**src/rtl/fetch_stage.sv**
```systemverilog
// Instruction fetch stage of the RV32I pipeline. It owns the fetch PC, issues
// instruction-memory reads with at most one outstanding request, and loads the
// IF/DEC pipeline register. A one-entry buffer holds a response that returns
// while decode is held, so the data is not lost.
module fetch_stage #(
  parameter logic [31:0] RESET_PC  = 32'h0000_0000,
  parameter logic [31:0] NOP_INSTR = 32'h0000_0013
) (
  input  logic        Clock,
  input  logic        nReset,
  input  logic        hold,
  input  logic        flush,
  input  logic        branch,
  input  logic [31:0] PCnext,
  output logic        imem_req,
  output logic [31:0] imem_addr,
  input  logic        imem_gnt,
  input  logic        imem_rvalid,
  input  logic [31:0] imem_rdata,
  output logic [31:0] PC_IF,
  output logic [31:0] PC_DEC,
  output logic [31:0] instr_DEC,
  output logic        valid_DEC
);

  typedef enum logic [1:0] {
    IDLE    = 2'd0,
    WAIT    = 2'd1,
    DISCARD = 2'd2
  } state_t;

  state_t      state_q, state_d;
  logic [31:0] pc_q, pc_d;
  logic        buf_valid_q, buf_valid_d;
  logic [31:0] buf_pc_q, buf_pc_d;
  logic [31:0] buf_instr_q, buf_instr_d;
  logic [31:0] pc_dec_q, pc_dec_d;
  logic [31:0] instr_dec_q, instr_dec_d;
  logic        valid_dec_q, valid_dec_d;

  logic        req_grant;
  logic        fresh_rsp;

  // Request only from IDLE, and never while a held response is still parked
  // in the buffer; the request is also forced low while reset is asserted.
  always_comb begin
    imem_req = nReset && (state_q == IDLE) && (!buf_valid_q || !hold);
  end

  assign imem_addr = pc_q;
  assign PC_IF     = pc_q;
  assign PC_DEC    = pc_dec_q;
  assign instr_DEC = instr_dec_q;
  assign valid_DEC = valid_dec_q;

  assign req_grant = imem_req && imem_gnt;
  // A response that belongs to the current path and may enter IF/DEC.
  assign fresh_rsp = (state_q == WAIT) && imem_rvalid && !branch;

  // Next-state logic: request FSM, fetch PC, holding buffer and IF/DEC.
  always_comb begin
    state_d     = state_q;
    pc_d        = pc_q;
    buf_valid_d = buf_valid_q;
    buf_pc_d    = buf_pc_q;
    buf_instr_d = buf_instr_q;
    pc_dec_d    = pc_dec_q;
    instr_dec_d = instr_dec_q;
    valid_dec_d = valid_dec_q;

    case (state_q)
      IDLE: begin
        // A grant in the same cycle as a redirect fetched the old path.
        if (req_grant) begin
          state_d = branch ? DISCARD : WAIT;
        end
      end
      WAIT: begin
        if (imem_rvalid) begin
          state_d = IDLE;
          if (!branch) begin
            pc_d = pc_q + 32'd4;
            if (hold) begin
              buf_valid_d = 1'b1;
              buf_pc_d    = pc_q;
              buf_instr_d = imem_rdata;
            end
          end
        end else if (branch) begin
          state_d = DISCARD;
        end
      end
      DISCARD: begin
        // Swallow the stale response; further redirects just move the PC.
        if (imem_rvalid) begin
          state_d = IDLE;
        end
      end
      default: begin
        state_d = IDLE;
      end
    endcase

    // A redirect overrides the sequential increment and kills the buffer.
    if (branch) begin
      pc_d        = PCnext & 32'hFFFF_FFFC;
      buf_valid_d = 1'b0;
    end

    // IF/DEC priority: flush, hold, buffered response, fresh response, bubble.
    if (flush) begin
      valid_dec_d = 1'b0;
      instr_dec_d = NOP_INSTR;
    end else if (hold) begin
      // keep current contents
    end else if (buf_valid_q) begin
      pc_dec_d    = buf_pc_q;
      instr_dec_d = buf_instr_q;
      valid_dec_d = 1'b1;
      buf_valid_d = 1'b0;
    end else if (fresh_rsp) begin
      pc_dec_d    = pc_q;
      instr_dec_d = imem_rdata;
      valid_dec_d = 1'b1;
    end else begin
      valid_dec_d = 1'b0;
      instr_dec_d = NOP_INSTR;
    end
  end

  // State registers with asynchronous active-low reset.
  always_ff @(posedge Clock or negedge nReset) begin
    if (!nReset) begin
      state_q     <= IDLE;
      pc_q        <= RESET_PC & 32'hFFFF_FFFC;
      buf_valid_q <= 1'b0;
      buf_pc_q    <= 32'h0;
      buf_instr_q <= NOP_INSTR;
      pc_dec_q    <= 32'h0;
      instr_dec_q <= NOP_INSTR;
      valid_dec_q <= 1'b0;
    end else begin
      state_q     <= state_d;
      pc_q        <= pc_d;
      buf_valid_q <= buf_valid_d;
      buf_pc_q    <= buf_pc_d;
      buf_instr_q <= buf_instr_d;
      pc_dec_q    <= pc_dec_d;
      instr_dec_q <= instr_dec_d;
      valid_dec_q <= valid_dec_d;
    end
  end

endmodule

```
**config.mk**
```make
export PLATFORM = sky130hd
export DESIGN_NAME = fetch_stage
export DESIGN_NICKNAME = d
export VERILOG_FILES = /design/src/rtl/fetch_stage.sv
export SDC_FILE = /design/constraint.sdc
export NUM_CORES = 1
export LEC_CHECK = 0
export BUFFER_PORTS_ARGS = -buffer_cell sky130_fd_sc_hd__buf_4
export CORE_MARGIN = 4
export CORE_UTILIZATION = 45
export CTS_CLUSTER_SIZE = 25
export DETAILED_ROUTE_END_ITERATION = 10
export HOLD_SLACK_MARGIN = 0.12
export PLACE_DENSITY = 0.76
export SKIP_LAST_GASP = 1
export SLEW_MARGIN = 5
export SYNTH_ARGS = -nofsm -noshare
export SYNTH_HDL_FRONTEND = slang
export SYNTH_SLANG_ARGS = --single-unit
```
**constraint.sdc**
```tcl
create_clock -name Clock -period 2.1 [get_ports Clock]
set_clock_uncertainty 0.2 [all_clocks]
set_input_delay 0.63 -clock Clock [delete_from_list [all_inputs] [get_ports Clock]]
set_output_delay 0.63 -clock Clock [all_outputs]
set_load 0.1 [all_outputs]
```
==> summary.txt <==
Layout area overhead: 33.3%
Final min period: 2.38 ns
Top delay family on crit path: flip-flops
Req. time, crit path: 1.27 ns
I/O pin count: 201
Clk sink count: 158
Pins Over Slew Limit: 0
Total Wirelength: 18400 um
Vias per Instance: 5.23
Commonest non-fill, non-tap cells in the layout: buf_4, dfrtp_1, nand2_1
Hold wc startpoint: branch
Wire per inst: 17.5 um
Die area: 18400 um^2
Sequential-to-total area share from yosys stat: 0.539
Worst r2r src: buf_valid_q
Setup crit end kind: output pin
Adder-cell area share of the yosys netlist: 0.00170
Routed vias: 5488
Synth Area in Simple Gates: 0.131
Crit path cell chain: a211oi_4, nor2b_4, buf_12
CTS Buf Count: 17
DRC Markers: 0
Mux share of post-synthesis cell area: 0.143
Reg-to-reg slack, setup: 0.08 ns
Gr usage total: 0.201
Outcome: finished with violations
Failing checks: negative setup slack
Setup CP Type: reg2out
Commonest non-fill, non-tap cell in the layout: buf_4
Clk root buf: clkbuf_16
Share of layout cells above drive strength 1: 0.448
Post-synth ARST share: 1.00
Fin. Hold Viols: 0
Leak pwr: 0.00450 uW
Period utilisation layout: 1.13
Endpoints failing setup: 1
Hold WC Path Type: in2reg
Vias in the first global route: 5651
Final instance area: 9800 um^2
GRT overflow: 0
Largest family of logic cells by synthesized area: multiplexers
Initial antenna violation count: 0
Yosys reg bits: 158
Avg Cell Area, Syn: 11.3 um^2
Startpoint Class: flop
Number of flops mapped to enable cells by yosys: 0
Max_slew headroom: 0.312
Max_cap viols: 0
CP startpoint: buf_valid_q
Largest buffer count on any clock path: 2
Core footprint: 15900 um^2
Warnings from Yosys: 0
Clk Latency, worst-skew pair: 0.42 ns
Gate Count Post-Synth: 648
Slowest CP cell: dfrtp_4
Maximum fanout along the worst path: 2
Compound-Gate Fraction of Synth Area: 0.0854
First-pass GRT wire length: 29300 um
Final Core Density: 0.615
Rows: 46
Pwr Density: 1050 nW/um^2
Port buffer count: 192
Primary FF master, synth: dfrtp_1
CTS tree: built
# hold bufs at CTS: 0
Initial Util: 0.461
Final HPWL DP: 12500 um
DP Area: 9070 um^2
Setup ws final: -0.278 ns
XOR/XNOR Fraction of Synth Area: 0.0322
GP Congestion: 0.816
Drt pass-1 iters: 4
CTS clk-pin slew, worst paths: 0.06 ns
Initial drt markers: 229
Net count, final: 893
Achievable Freq: 421 MHz
CP arrival: 1.55 ns
Peak supply drop: 0.707 mV
Antenna diode count: 0
Post-synth cell types: 44
Unrepaired setup endpoints after global routing: yes
Htree depth: 4
Post-Syn Area: 7350 um^2
Die Ht: 136 um
Least-Margin Pin Slew: 1.03 ns
Max incr delay on CP: 0.49 ns
Antenna-violating nets left: 0
Die Span X: 136 um
Largest net degree at the start of global routing: 82
WP buf/inv: 1
==> flip-flops by register name, summed over array words and instances (netlist names) <==
name / cells
instr_DEC: 32
buf_pc_q: 30
PC_DEC: 30
valid_DEC: 1
buf_valid_q: 1
buf_instr_q: 32
PC_IF: 30
state_q: 2
==> routing by layer <==
metal / routed length, um / GRT usage / vias to the layer above
li1: - / - / 2598
met1: 8080 / 0.266 / 2697
met2: 8640 / 0.315 / 164
met3: 1380 / 0.0633 / 29
met4: 327 / 0.0694 / 0
met5: 0 / 0 / -
==> metrics by stage <==
step	std cells	setup TNS, ns	worst slack [ns]	hold slack (ns)	total power (uW)
2_1_floorplan	653	-0.470	-0.249	0.134	6530
3_3_place_gp	1016	-0.358	-0.227	0.261	7230
3_5_place_dp	1016	-1.37	-0.249	0.272	7310
4_1_cts	1048	-0.318	-0.309	0.180	10400
5_1_grt	1050	-0.365	-0.343	0.208	10700
6_report	1050	-0.278	-0.278	0.209	10300
==> power breakdown <==
group | internal [uW] | total [uW] | switching, uW | leakage [uW]
combinational | 851 | 3380 | 2530 | 0.00220
sequential | 3570 | 3910 | 344 | 0.00201
clock | 1810 | 3010 | 1210 | 0.000287
total | 6220 | 10300 | 4080 | 0.00450
==> path summary, 6_finish.rpt <==
kind,depth (start not counted),end
min,2,buf_valid_q
min reg2reg,2,PC_DEC[30]
max reg2reg,6,instr_DEC[6]
min in group asynchronous,3,buf_instr_q[3]
max,3,imem_req
max in group asynchronous,3,PC_IF[27]
==> cell families (layout without fill, tap and decap cells) <==
group,Yosys count,count (layout)
simple gates,184,184
flops,158,158
compound gates,99,99
mux,97,97
buf+inv,81,262
xor+xnor,27,27
fa+ha+maj,1,1
other cells,1,6
==> timing repair <==
action,CTS,global route
gates cloned,0,1
resized for setup,17,14
pin swaps,1,4
setup endpoints to repair,9,30
buffers inserted,1,1
==> final cells by class <==
class | count | area, um^2
clock buffer | 21 | 460
timing repair buffer | 226 | 1890
clock inverter | 11 | 115
multi-input combinational | 414 | 2980
fill | 1359 | 6140
sequential | 158 | 4070
inverter | 4 | 15.0
tap | 216 | 270
==> synth_stat cells, types with 2 or more instances <==
cell type | count | area share
dfrtp_1 | 152 | 0.52
nand2_1 | 68 | 0.035
mux2_2 | 66 | 0.10
o21ai_0 | 60 | 0.041
buf_4 | 37 | 0.038
nor2b_1 | 32 | 0.027
nor3_1 | 32 | 0.022
mux2i_1 | 31 | 0.042
a221oi_1 | 29 | 0.035
clkbuf_1 | 26 | 0.013
xor2_1 | 21 | 0.025
nand4_1 | 15 | 0.013
nor2_1 | 11 | 0.0056
buf_6 | 6 | 0.0092
dfstp_2 | 6 | 0.021
nand3_1 | 6 | 0.0041
xnor2_1 | 6 | 0.0071
buf_2 | 5 | 0.0034
inv_1 | 4 | 0.0020
and3_1 | 3 | 0.0026
o22a_1 | 3 | 0.0036
a21oi_1 | 2 | 0.0014
a31oi_1 | 2 | 0.0017
buf_1 | 2 | 0.0010
nand2_2 | 2 | 0.0017
nand4b_1 | 2 | 0.0024
or3_1 | 2 | 0.0017
==> worst reg2reg max path: stages (launching register included) <==
cell       delay [ns]
dfrtp_4          0.49
buf_4            0.20
buf_4            0.25
nor3_4           0.28
clkbuf_16        0.24
a221oi_1         0.08
nor3_1           0.20
Power figures use the tool's default switching activity.
